## src/rtl/mips_pkg.sv

```systemverilog
// Shared definitions for the MIPS core pipeline.
// Holds FSM encodings, control-word layout and default widths.
package mips_pkg;

    localparam int DATA_W_DEF = 32;
    localparam int REG_AW_DEF = 5;

    typedef enum logic {
        IDLE   = 1'b0,
        ACCESS = 1'b1
    } wait_state_t;

    // Control-word bit positions produced by the decoder.
    localparam int CW_MUX_ALU_IN  = 0;
    localparam int CW_ALU_OP_LO   = 1;
    localparam int CW_ALU_OP_HI   = 2;
    localparam int CW_START       = 3;
    localparam int CW_MUX_ALU_OUT = 4;
    localparam int CW_MEM_WR      = 5;
    localparam int CW_MUX_WB      = 6;
    localparam int CW_RF_WR       = 7;
    localparam int CW_RD_LO       = 8;
    localparam int CW_RD_HI       = 12;
    localparam int CW_RT_LO       = 13;
    localparam int CW_RT_HI       = 17;
    localparam int CW_RS_LO       = 18;
    localparam int CW_RS_HI       = 22;

    // Loads and stores both occupy the data bus.
    function automatic logic is_mem_op(
        input logic valid,
        input logic mem_wr,
        input logic wb_sel
    );
        return valid & (mem_wr | wb_sel);
    endfunction

endpackage

```

## src/rtl/mem_wait_ctrl.sv

```systemverilog
// Bus wait-state controller for the memory stage.
// Tracks whether the EX/MEM register holds a bus access and counts its cycles.
module mem_wait_ctrl
    import mips_pkg::*;
#(
    parameter int unsigned WAIT_CYCLES = 1
) (
    input  logic clk,
    input  logic rst,
    input  logic start,
    output logic stall
);

    localparam logic [3:0] LAST = 4'(WAIT_CYCLES);

    wait_state_t state;
    logic [3:0]  cnt;

    // A non-stalled edge loads a new instruction; a stalled edge advances cnt.
    always_ff @(posedge clk) begin
        if (rst) begin
            state <= IDLE;
            cnt   <= 4'd0;
        end else if (!stall) begin
            cnt   <= 4'd0;
            state <= start ? ACCESS : IDLE;
        end else begin
            cnt   <= cnt + 4'd1;
        end
    end

    assign stall = (state == ACCESS) && (cnt != LAST);

endmodule

```

## src/rtl/mem_wb_stage.sv

```systemverilog
// MEM and WB pipeline stages: EX/MEM register, data bus drive, MEM/WB register.
// Upstream is held through the stall output while a bus access is in progress.
module mem_wb_stage
    import mips_pkg::*;
#(
    parameter int          DATA_W      = DATA_W_DEF,
    parameter int          REG_AW      = REG_AW_DEF,
    parameter int unsigned WAIT_CYCLES = 1
) (
    input  logic              clk,
    input  logic              rst,
    input  logic              in_valid,
    input  logic [DATA_W-1:0] in_alu_out,
    input  logic [DATA_W-1:0] in_store_data,
    input  logic              in_mem_wr,
    input  logic              in_wb_sel,
    input  logic              in_rf_wr,
    input  logic [REG_AW-1:0] in_rd,
    output logic              stall,
    output logic [DATA_W-1:0] ADDR,
    output logic [DATA_W-1:0] data_BUS_WRITE,
    output logic              cs,
    output logic              we,
    input  logic [DATA_W-1:0] Data_BUS_READ,
    output logic [DATA_W-1:0] wb_data,
    output logic [REG_AW-1:0] wb_rd,
    output logic              wb_write
);

    logic              m_valid;
    logic [DATA_W-1:0] m_alu_out;
    logic [DATA_W-1:0] m_store_data;
    logic              m_mem_wr;
    logic              m_wb_sel;
    logic              m_rf_wr;
    logic [REG_AW-1:0] m_rd;

    logic start;

    assign start = is_mem_op(in_valid, in_mem_wr, in_wb_sel);

    mem_wait_ctrl #(
        .WAIT_CYCLES(WAIT_CYCLES)
    ) u_wait (
        .clk  (clk),
        .rst  (rst),
        .start(start),
        .stall(stall)
    );

    // Bus signals come straight from M so they stay stable across wait states.
    assign ADDR           = m_alu_out;
    assign data_BUS_WRITE = m_store_data;
    assign cs             = is_mem_op(m_valid, m_mem_wr, m_wb_sel);
    assign we             = m_valid & m_mem_wr;

    // EX/MEM register: loads on every non-stalled edge, bubbles clear valid.
    always_ff @(posedge clk) begin
        if (rst) begin
            m_valid      <= 1'b0;
            m_alu_out    <= '0;
            m_store_data <= '0;
            m_mem_wr     <= 1'b0;
            m_wb_sel     <= 1'b0;
            m_rf_wr      <= 1'b0;
            m_rd         <= '0;
        end else if (!stall) begin
            m_valid      <= in_valid;
            m_alu_out    <= in_alu_out;
            m_store_data <= in_store_data;
            m_mem_wr     <= in_mem_wr;
            m_wb_sel     <= in_wb_sel;
            m_rf_wr      <= in_rf_wr;
            m_rd         <= in_rd;
        end
    end

    // MEM/WB register: read data is taken only on the completing cycle.
    always_ff @(posedge clk) begin
        if (rst) begin
            wb_data  <= '0;
            wb_rd    <= '0;
            wb_write <= 1'b0;
        end else if (!stall) begin
            wb_data  <= m_wb_sel ? Data_BUS_READ : m_alu_out;
            wb_rd    <= m_rd;
            wb_write <= m_valid & m_rf_wr;
        end else begin
            wb_write <= 1'b0;
        end
    end

endmodule

```

## config.mk

```make
export PLATFORM = sky130hd
export DESIGN_NAME = mem_wb_stage
export DESIGN_NICKNAME = d
export VERILOG_FILES = /design/src/rtl/mips_pkg.sv /design/src/rtl/mem_wait_ctrl.sv /design/src/rtl/mem_wb_stage.sv
export SDC_FILE = /design/constraint.sdc
export NUM_CORES = 1
export LEC_CHECK = 0
export ABC_AREA = 1
export BUFFER_PORTS_ARGS = -buffer_cell sky130_fd_sc_hd__buf_4
export CAP_MARGIN = 25
export CORE_MARGIN = 2
export CORE_UTILIZATION = 43
export DETAILED_ROUTE_END_ITERATION = 6
export GPL_TIMING_DRIVEN = 0
export PLACE_DENSITY_LB_ADDON = 0.08
export SKIP_CTS_REPAIR_TIMING = 1
export SLEW_MARGIN = 10
export SYNTH_ARGS = -nofsm -noshare
export SYNTH_HDL_FRONTEND = slang
export SYNTH_SLANG_ARGS = --single-unit
```

## constraint.sdc

```tcl
create_clock -name clk -period 1.1 [get_ports clk]
set_input_delay 0.11 -clock clk [delete_from_list [all_inputs] [get_ports clk]]
set_output_delay 0.11 -clock clk [all_outputs]
set_load 0.1 [all_outputs]
```

---- Word level (Yosys, flattened, before mapping) ----
Cells that the tools add are included.
word-level totals
  bits in registers ....................... 116
  input bits .............................. 107
  output and inout port bits .............. 105
operators by class
  add/subtract/negate cells ............... 1
  equal/unequal tests ..................... 1
  mux-type cells .......................... 2
  bitwise gates (word level) .............. 7
  reductions and logical operators ........ 3
operator list
  cell                 count
  $mux 32              1
  $add 4x1->4 const B  1
  $and 1x1->1          4
  $ne 4x1->1 const B   1
  $reduce_or 2->1      2
  $or 1x1->1           2
  $logic_and 1x1->1    1
  $mux 1               1
  $not 1->1            1

---- Longest topological paths before layout ----
Gate-level depths: netlist (run 1).
  word-level depth ........................ 4
  mapped depth ............................ 8

---- Modules after synthesis ----
A second synthesis (run 1) with hierarchy kept.
unflattened totals
  cell total of the unflattened synthesis .. 646
  area total of the unflattened synthesis .. 4,659.5 um2
by module, submodules not included
  module         times used  cells an instance  area an instance (um2)  seq. area each (um2)
  mem_wb_stage   1           621                4,435.5                 2,222.1
  mem_wait_ctrl  1           25                 224.0                   100.1

---- Worst setup path before layout (run 1) ----
Ideal clock, no wire load.
  path type ............................... register -> output
  start point ............................. reg u_wait.cnt[1]
  end point ............................... out stall
  arrival time ............................ 1,480 ps
  data required time ...................... 990 ps
  setup slack ............................. -490 ps
  stages on the path, launching flop included .. 7
  buffers on the path ..................... 1
  path through ............................ dfxtp_1 inv_1 ha_1 nand2_2 nand2_2 buf_2 inv_1
on the way
  word-level cells in the longest chain between the ends .. 2
RTL lines
  element                 RTL line             text
  start, declared         mem_wait_ctrl.sv:17  logic [3:0] cnt;
  start signal, assigned  mem_wait_ctrl.sv:28  cnt <= cnt + 4'd1;
  $ne 4x1->1              mem_wait_ctrl.sv:32  assign stall = (state == ACCESS) && (cnt != LAST);
  $logic_and 1x1->1       mem_wait_ctrl.sv:32
  end, declared           mem_wb_stage.sv:19   output logic stall,
No other way between the ends.

---- Worst setup path in the final report (run 1) ----
Same ends and word-level chain as after synthesis.

==> metrics.cfg, run 1 <==
[placement]
gp_congestion = 0.835
dpl.cell_count = 988
place_hpwl_um = 12300
io_buffers = 211
place_area_um2 = 6830

[sta]
finalClockSkew_ns = 0.00954
rsz0062_at_grt = true
finalHoldViolCount = 0
post-route-period-util_pct = 143
fmax_ghz = 0.636
whs_ns = 0.0306
post-route-min-period_ns = 1.57
worst-slew-pin-transition_ns = 0.618
relSlewSlack_pct = 58.8
setup_ws_ns = -0.473
finalSetupViolCount = 198
slew_viol_final = 0
tns_ns = -23.38

[global_routing]
grt_pass1_wl_um = 26400
grt_pass1_vias = 5244
antenna_found_initial = 0
grt_usage_pct = 26.6
gr-total-overflow = 0
grt_max_degree = 17

[detailed_routing]
num_vias = 5923
wirelength_um = 18400
firstDrtPassIters = 5
drtIter0Drc = 468
vias_per_cell = 5.39
routedWlPerCell_um = 16.8
drc = 0
ant_nets = 0

[cts]
cts_made_buffers = 17
cts.htree.levels = 4
cts_root_buf = clkbuf_16
cts.sinks = 116
worstSkewPairLatency_ns = 0.41
clk_pin_slew_ns = 0.05
cts_max_path_buffers = 2
cts_tree = yes

[synth]
muxShareOfSynthArea_pct = 0
synth.largest_area_cell = dfxtp_1
ys_seq_area_share_pct = 47.6
synth_top_family_by_area = simple AND/OR/NAND/NOR gates
yosys-top-cells-area = dfxtp_1 (48%), nand4_1 (14%), nand3_1 (11%)
synth_compound_area_share_pct = 3.49
synthDominantCellAreaShare_pct = 47.6
synth_simple_gate_area_share_pct = 37.9
syn_nets = 746
yosysWarnings = 0
ys_types = 16
syn_inst = 637
syn_area_um2 = 4880
avgSynthCellArea_um2 = 7.65
synth_fa_ha_area_share_pct = 0.513
synth-seq-cells = 116
synthXorXnorAreaFrac_pct = 0.180

[final_layout]
final_cell_mix = buf_4 (198), nand2_1 (146), nand3_1 (111), nand4_1 (111), dfxtp_2 (97)
drive_gt1_share_pct = 42.0
antenna-diode-count = 0
n_fill_cell = 768
regArea_um2 = 2470
synthToLayoutAreaGrowth_pct = 74.7
nets = 1055
final_common_cell = buf_4
finalInstanceArea_um2 = 8520
multiInputGateArea_um2 = 2110
fin_cells = 1099

[power_and_ir_drop]
vdd_drop_max_uv = 1380
p_total_mw = 14.8
power.leakage_nw = 4.11
power_density_nw_per_um2 = 1740

[outcome]
violations = negative setup slack
status = finished with violations

[critical_path]
critPathCaptureType = output pin
crit_path_frequent_cell = nand2_4
path_class = flip-flop to output pin
path_cells = inv_2 > ha_4 > nand2_4 > nand2_4 > buf_8 > clkinvlp_4 > buf_12
worstPathRequired_ns = 0.99
critPathBufInv = 4
ff2ff_setup_slack_ns = -0.26
cp_slowest_cell = dfxtp_2
arrival_ns = 1.46
cp_max_fo = 6
cpLargestDelayFamily = buffers and inverters
crit_path_start_kind = flip-flop
slowest_delay_ns = 0.33

[floorplanning]
rows = 38
core_area_um2 = 10900
die_w_um = 110
die_area_um2 = 12200
start_util_pct = 44.6
ios = 212
dieHeight_um = 110

[flow_run]
maxCapViolCount = 0

[hold_path]
hold_class = input port to flip-flop

[metal layers]
metal / track usage (%) / vias up / share of wire, %
met5: 0 / - / 0
met4: 8.17 / 0 / 1.6
met3: 8.40 / 31 / 7.9
met2: 44.0 / 295 / 50
met1: 33.3 / 2770 / 40
li1: - / 2827 / -
[path summary, 6_finish.rpt]
path	from	to	depth (start not counted)
setup reg to reg	u_wait.cnt[1]	ADDR[2]	8
setup / recovery	u_wait.cnt[1]	stall	7
hold / removal	Data_BUS_READ[16]	wb_data[16]	5
hold reg to reg	u_wait.cnt[0]	u_wait.cnt[0]	1
[Yosys cell counts]
| cell type | count |
|---|---|
| nand2_1 | 149 |
| dfxtp_1 | 116 |
| nand3_1 | 112 |
| nand4_1 | 111 |
| inv_1 | 36 |
| o21ai_0 | 34 |
| buf_2 | 31 |
| clkbuf_1 | 21 |
| buf_6 | 9 |
| nor2_1 | 6 |
| buf_1 | 5 |
| ha_1 | 2 |
| nand2_2 | 2 |
| buf_4 | 1 |
| clkinv_1 | 1 |
| xnor2_1 | 1 |
[registers in the layout, summed over array words and instances, names as in the netlist]
signal,cells
u_wait.cnt,4
u_wait.state,1
m_mem_wr,1
data_BUS_WRITE,32
m_wb_sel,1
wb_rd,5
wb_data,32
ADDR,32
wb_write,1
m_rd,5
m_rf_wr,1
m_valid,1
[logic make-up after synthesis]
logic type / after synthesis
and+or+nand+nor: 380
DFF: 116
buffers and inverters: 104
AOI/OAI and AO/OA: 34
adders and majority gates: 2
xor gates and xnor gates: 1
[worst reg2reg max path, cell delays in order, from the launching register on]
cell     delay, ns
dfxtp_2       0.32
inv_2         0.06
ha_4          0.14
nand2_4       0.06
nand2_4       0.09
buf_4         0.25
buf_6         0.17
nand3_1       0.12
nand2_1       0.09
[stage by stage]
stage / worst slack, ns / util [%]
6_report: -0.473 / 77.9
5_1_grt: -0.508 / 77.9
4_1_cts: -0.803 / 67.5
3_5_place_dp: -0.397 / 62.5
3_3_place_gp: -0.353 / 62.5
2_1_floorplan: -0.153 / -
[report_power, final]
part | switching [mW] | leakage (nW) | total, mW | internal [mW]
Clock | 1.84 | 0.274 | 5.06 | 3.22
Sequential | 0.287 | 0.997 | 4.91 | 4.62
Combinational | 3.44 | 2.84 | 4.86 | 1.42
[final cells by class]
cell class              instances  area share, %
repair buffers                291           31.2
flip-flops and latches        116           29.0
multi-input cells             417           24.8
clock buffers                  28           6.18
plain buffers                  66           4.80
well taps                     140           2.06
inverters                      37           1.72
clock inverters                 4          0.235
(Power assumes the default switching activity.)
==> run 2: changes to the inputs <==
--- a/config.mk
+++ b/config.mk
@@ -9,7 +9,7 @@
 export BUFFER_PORTS_ARGS = -buffer_cell sky130_fd_sc_hd__buf_4
 export CAP_MARGIN = 25
 export CORE_MARGIN = 2
-export CORE_UTILIZATION = 43
+export CORE_UTILIZATION = 47
 export DETAILED_ROUTE_END_ITERATION = 6
 export GPL_TIMING_DRIVEN = 0
 export PLACE_DENSITY_LB_ADDON = 0.08
==> constraint.sdc (replaced) <==
create_clock -name clk -period 1.8 [get_ports clk]
set_input_delay 0.18 -clock clk [delete_from_list [all_inputs] [get_ports clk]]
set_output_delay 0.18 -clock clk [all_outputs]
set_load 0.1 [all_outputs]
==> run 2 against run 1 <==
Net effect:
- the flow finishes with violations (negative hold slack)
- power fell by 36%
- hold slack lost 0.033 ns
- first-iteration DRC count down 6.4%
- sequential cell count stayed put
- die area decreased by 8.2%
- final cell count down 1.0%
- critical endpoint unchanged
- largest cell class unchanged
==> metrics.cfg, run 2 (same netlist as run 1, synthesis figures left out) <==
[hold_path]
hold_start = Data_BUS_READ[13]  ; was Data_BUS_READ[16]
min_to = wb_data[13]  ; was wb_data[16]
worstHoldPathCells = 5  ; unchanged
hold_class = input port to flip-flop  ; unchanged

[power_and_ir_drop]
vdd_drop_max_uv = 761  ; was 1380 uV
power_density_nw_per_um2 = 1180  ; was 1740 nW/um2
power.leakage_nw = 3.98  ; was 4.11 nW

[sta]
whs_ns = -0.00229  ; was 0.0306 ns
relSlewSlack_pct = 59.8  ; was 58.8%
finalHoldViolCount = 1  ; was 0
post-route-min-period_ns = 1.74
finalSetupViolCount = 0  ; was 198
slew_viol_final = 0  ; unchanged
finalClockSkew_ns = 0.0114  ; was 0.00954 ns
tns_ns = 0  ; was -23.38 ns
post-route-period-util_pct = 96.5
worst-slew-pin-transition_ns = 0.602  ; was 0.618 ns
fmax_ghz = 0.575

[placement]
gp_congestion = 0.911  ; was 0.835
io_buffers = 211  ; unchanged
place_hpwl_um = 12100  ; was 12300 um

[critical_path]
rr_worst_depth = 8  ; unchanged
cpLargestDelayFamily = flip-flops  ; was buffers and inverters
path_class = flip-flop to output pin  ; unchanged
worstPathRequired_ns = 1.62  ; was 0.99 ns
path_cells = inv_1 > ha_1 > nand2_4 > nand2_8 > inv_2 > buf_12  ; was inv_2 > ha_4 > nand2_4 > nand2_4 > buf_8 > clkinvlp_4 > buf_12
critPathCaptureType = output pin  ; unchanged
critPathBufInv = 3  ; was 4
arrival_ns = 1.56  ; was 1.46 ns
cp_slowest_cell = dfxtp_2  ; unchanged
rr_endpoint = ADDR[26]  ; was ADDR[2]
ff2ff_setup_slack_ns = 0.26  ; was -0.26 ns
timing.rr.start = u_wait.cnt[1]  ; unchanged
cp_max_fo = 13  ; was 6
slowest_delay_ns = 0.35  ; was 0.33 ns
crit_path_start_kind = flip-flop  ; unchanged

[final_layout]
nets = 1048  ; was 1055
synthToLayoutAreaGrowth_pct = 65.3  ; was 74.7%
drive_gt1_share_pct = 30.0  ; was 42.0%
antenna-diode-count = 0  ; unchanged
final_common_cell = buf_4  ; unchanged
finish.utilization_pct = 79.2  ; was 77.9%
final_cell_mix = buf_4 (212), nand2_1 (149), dfxtp_1 (115)  ; was buf_4 (198), nand2_1 (146), nand3_1 (111), nand4_1 (111), dfxtp_2 (97)

[floorplanning]
ios = 212  ; unchanged
rows = 37  ; was 38
die_area_um2 = 11200  ; was 12200 um2
start_util_pct = 47.9  ; was 44.6%
core_area_um2 = 10200  ; was 10900 um2
die_w_um = 106  ; was 110 um
dieHeight_um = 106  ; was 110 um

[cts]
worstSkewPairLatency_ns = 0.52  ; was 0.41 ns
cts.sinks = 116  ; unchanged
cts_root_buf = clkbuf_8  ; was clkbuf_16
cts_made_buffers = 17  ; unchanged
cts_tree = yes  ; unchanged
cts.htree.levels = 4  ; unchanged
cts_max_path_buffers = 2  ; unchanged
clk_pin_slew_ns = 0.06  ; was 0.05 ns

[detailed_routing]
routedWlPerCell_um = 16.7  ; was 16.8 um
num_vias = 5984  ; was 5923
ant_nets = 0  ; unchanged
vias_per_cell = 5.50  ; was 5.39
wirelength_um = 18100  ; was 18400 um
drc = 0  ; unchanged
firstDrtPassIters = 5  ; unchanged
drtIter0Drc = 438  ; was 468

[outcome]
status = finished with violations  ; unchanged
violations = negative hold slack  ; was negative setup slack

[global_routing]
grt_pass1_vias = 5289  ; was 5244
grt_pass1_wl_um = 26100  ; was 26400 um
antenna_found_initial = 0  ; unchanged
grt_usage_pct = 29.2  ; was 26.6%
gr-total-overflow = 0  ; unchanged
grt_max_degree = 17  ; unchanged

[flow_run]
maxCapViolCount = 0  ; unchanged

## run 2: cell types whose count changed in the layout (fill, tap and decap cells not counted), moves of 4 or more
cell | before | now
clkinv_4 | 0 | 4
buf_12 | 23 | 1
dfxtp_2 | 97 | 1
clkbuf_8 | 6 | 2
buf_4 | 198 | 212
clkbuf_4 | 6 | 0
dfxtp_4 | 8 | 0
buf_2 | 21 | 29
bufinv_16 | 0 | 6
dfxtp_1 | 11 | 115
## run 2: worst max path at each step
stage | startpoint | to | cells past startpoint
after detailed placement | m_wb_sel | cs | 5
after CTS | m_wb_sel | cs | 5
after floorplan | u_wait.cnt[1] | stall | 6
after global placement | m_wb_sel | cs | 5
after global routing | m_wb_sel | cs | 4
final | u_wait.cnt[1] | stall | 6
## run 2: per-layer routing
metal / vias to the layer above / track usage, % / share of wire [%]
met2: 289 / 47.4 / 49
met1: 2829 / 36.1 / 41
met3: 49 / 8.16 / 7.7
li1: 2817 / - / -
met5: - / 0 / 0
met4: 0 / 13.3 / 2.8
## run 2: cell type report
type	instances	area, um2
Tap cell	136	170
Buffer	65	355
Clock inverter	12	228
Sequential cell	116	2320
Clock buffer	20	435
Inverter	37	139
Timing Repair Buffer	285	2340
Multi-Input combinational cell	417	2070
Fill cell	735	2120
## run 2: worst min-delay path, delay by kind of cell
family	cells	cell delay, ns
simple gates	3	0.17
compound gates	1	0.06
buf+inv	1	0.07
## run 2: report_power, final
part	total, mW	switching, mW	internal (mW)	leakage [nW]
clock	3.78	1.21	2.57	0.319
sequential	2.94	0.153	2.79	0.958
combinational	2.82	2.09	0.730	2.70
## run 2: per-stage QoR
step                      setup WS (ns)  instance area, um2  total power, mW  cells  hold WS, ns
after floorplan                   0.140                4880             4.91    637        0.291
after global placement            0.197                6630             5.59    984        0.389
after detailed placement          0.209                6630             5.63    984        0.395
after CTS                        -0.360                7290             9.37   1016       -0.137
after global routing            -0.0113                8060             9.80   1088      0.00467
final                            0.0622                8060             9.54   1088     -0.00229
==> run 3: changes to the inputs <==
--- a/config.mk
+++ b/config.mk
@@ -7,9 +7,10 @@
 export LEC_CHECK = 0
 export ABC_AREA = 1
 export BUFFER_PORTS_ARGS = -buffer_cell sky130_fd_sc_hd__buf_4
-export CAP_MARGIN = 25
+export CAP_MARGIN = 20
 export CORE_MARGIN = 2
-export CORE_UTILIZATION = 47
+export CORE_UTILIZATION = 51
+export CTS_CLUSTER_DIAMETER = 50
 export DETAILED_ROUTE_END_ITERATION = 6
 export GPL_TIMING_DRIVEN = 0
 export PLACE_DENSITY_LB_ADDON = 0.08
==> constraint.sdc (replaced) <==
create_clock -name clk -period 2.05 [get_ports clk]
set_input_delay 0.205 -clock clk [delete_from_list [all_inputs] [get_ports clk]]
set_output_delay 0.205 -clock clk [all_outputs]
set_load 0.1 [all_outputs]
==> run 3 against run 2 <==
Net effect:
- the flow now finishes without violations
- critical path depth fell by 1
- sequential power down 12%
- wire length increased by 10%
- hold slack better by 0.022 ns
- first-iteration DRC count up 34%
- global-route usage rose by 3.0 points
- register-to-register slack better by 0.11 ns
- clock power down 18%
==> metrics.cfg, run 3 (same netlist as run 1, synthesis figures left out) <==
[sta]
slew_viol_final = 0  ; unchanged
finalClockSkew_ns = 0.0125  ; was 0.0114 ns
worst-slew-pin-transition_ns = 0.586  ; was 0.602 ns
relSlewSlack_pct = 60.9  ; was 59.8%
fmax_ghz = 0.500
post-route-period-util_pct = 97.6
finalSetupViolCount = 0  ; unchanged
post-route-min-period_ns = 2.00
rsz0062_at_grt = false
setup_ws_ns = 0.0487  ; was 0.0622 ns
tns_ns = 0  ; unchanged
finalHoldViolCount = 0  ; was 1
whs_ns = 0.0196  ; was -0.00229 ns

[cts]
clk_pin_slew_ns = 0.06  ; about the same
cts_made_buffers = 17  ; unchanged
cts_root_buf = clkbuf_8  ; unchanged
cts_max_path_buffers = 2  ; unchanged
cts_tree = yes  ; unchanged
cts.sinks = 116  ; unchanged
cts.htree.levels = 4  ; unchanged
worstSkewPairLatency_ns = 0.53  ; was 0.52 ns

[floorplanning]
rows = 35  ; was 37
dieHeight_um = 102  ; was 106 um
core_area_um2 = 9240  ; was 10200 um2
ios = 212  ; unchanged
die_w_um = 102  ; was 106 um
die_area_um2 = 10400  ; was 11200 um2
start_util_pct = 52.8  ; was 47.9%

[detailed_routing]
wirelength_um = 20000  ; was 18100 um
vias_per_cell = 5.81  ; was 5.50
num_vias = 6271  ; was 5984
ant_nets = 0  ; unchanged
firstDrtPassIters = 6  ; was 5
drtIter0Drc = 588  ; was 438
drc = 0  ; unchanged
routedWlPerCell_um = 18.6  ; was 16.7 um

[placement]
dp_slack_ns = 0.450  ; was 0.209 ns
io_buffers = 211  ; unchanged
place_hpwl_um = 12000  ; was 12100 um
gp_congestion = 0.925  ; was 0.911

[final_layout]
finish.utilization_pct = 86.3  ; was 79.2%
synthToLayoutAreaGrowth_pct = 63.5  ; was 65.3%
final_cell_mix = buf_4 (211), nand2_1 (149), dfxtp_1 (115)  ; was buf_4 (212), nand2_1 (149), dfxtp_1 (115)
antenna-diode-count = 0  ; unchanged
drive_gt1_share_pct = 29.9  ; was 30.0%
multiInputGateArea_um2 = 2050  ; was 2070 um2
final_common_cell = buf_4  ; unchanged
n_fill_cell = 495  ; was 735
nets = 1047  ; was 1048
regArea_um2 = 2320  ; unchanged

[critical_path]
crit_path_frequent_cell = nand2_2
arrival_ns = 1.80  ; was 1.56 ns
slowest_delay_ns = 0.44  ; was 0.35 ns
critPathCaptureType = output pin  ; unchanged
worstPathRequired_ns = 1.85  ; was 1.62 ns
cp_slowest_cell = dfxtp_1  ; was dfxtp_2
cpLargestDelayFamily = flip-flops  ; unchanged
cp_max_fo = 13  ; unchanged
path_cells = ha_1 > nand2_2 > nand2_2 > inv_1 > buf_12  ; was inv_1 > ha_1 > nand2_4 > nand2_8 > inv_2 > buf_12
path_class = flip-flop to output pin  ; unchanged
crit_path_start_kind = flip-flop  ; unchanged
critPathBufInv = 2  ; was 3

[global_routing]
grt_usage_pct = 32.2  ; was 29.2%
grt_max_degree = 17  ; unchanged
gr-total-overflow = 0  ; unchanged
grt_pass1_wl_um = 26100  ; about the same
grt_pass1_vias = 5327  ; was 5289
antenna_found_initial = 0  ; unchanged

[flow_run]
maxCapViolCount = 0  ; unchanged

[power_and_ir_drop]
p_total_mw = 8.20  ; was 9.54 mW
power.leakage_nw = 3.95  ; was 3.98 nW
power_density_nw_per_um2 = 1030  ; was 1180 nW/um2
vdd_drop_max_uv = 674  ; was 761 uV

[hold_path]
hold_class = input port to flip-flop  ; unchanged

[outcome]
status = completed  ; was finished with violations

-- run 3: layer usage --
| metal | GRT usage (%) | vias up | share of wire [%] | routed length, um |
|---|---|---|---|---|
| met3 | 9.25 | 81 | 9.4 | 1880 |
| met4 | 11.6 | 0 | 3.9 | 776 |
| met2 | 55.3 | 454 | 50 | 10000 |
| met5 | 0 | - | 0 | 0 |
| li1 | - | 2809 | - | - |
| met1 | 38.4 | 2927 | 37 | 7360 |
-- run 3: final cells by class --
| class | count | area share [%] |
|---|---|---|
| Timing Repair Buffer | 284 | 29.2 |
| Sequential cell | 116 | 29.1 |
| Multi-Input combinational cell | 417 | 25.8 |
| Clock buffer | 20 | 5.46 |
| Buffer | 65 | 4.43 |
| Clock inverter | 12 | 2.24 |
| Tap cell | 129 | 2.02 |
| Inverter | 37 | 1.74 |
-- run 3: where the power goes --
part	switching (mW)	internal, mW	leakage, nW
Sequential	0.142	2.45	0.958
Combinational	1.87	0.635	2.70
Clock	1.10	2.01	0.291
-- run 3: worst register-to-register path, stage by stage, from the launching register on --
cell     delay, ns
dfxtp_1       0.44
ha_1          0.20
nand2_2       0.08
nand2_2       0.24
buf_6         0.24
buf_6         0.16
nand3_1       0.16
nand2_1       0.10
-- run 3: worst paths after layout --
path | slack, ns | endpoint | start | depth (start not counted)
max | 0.05 | stall | u_wait.cnt[0] | 5
min | 0.02 | wb_data[12] | Data_BUS_READ[12] | 5
max reg2reg | 0.37 | ADDR[2] | u_wait.cnt[0] | 7
min reg2reg | 0.44 | wb_write | m_rf_wr | 2
-- run 3: per-stage QoR --
stage	cell area (um2)	cells
after detailed placement	6620	977
after CTS	7240	1009
after global placement	6620	977
final	7970	1080
after floorplan	4880	637
after global routing	7970	1080
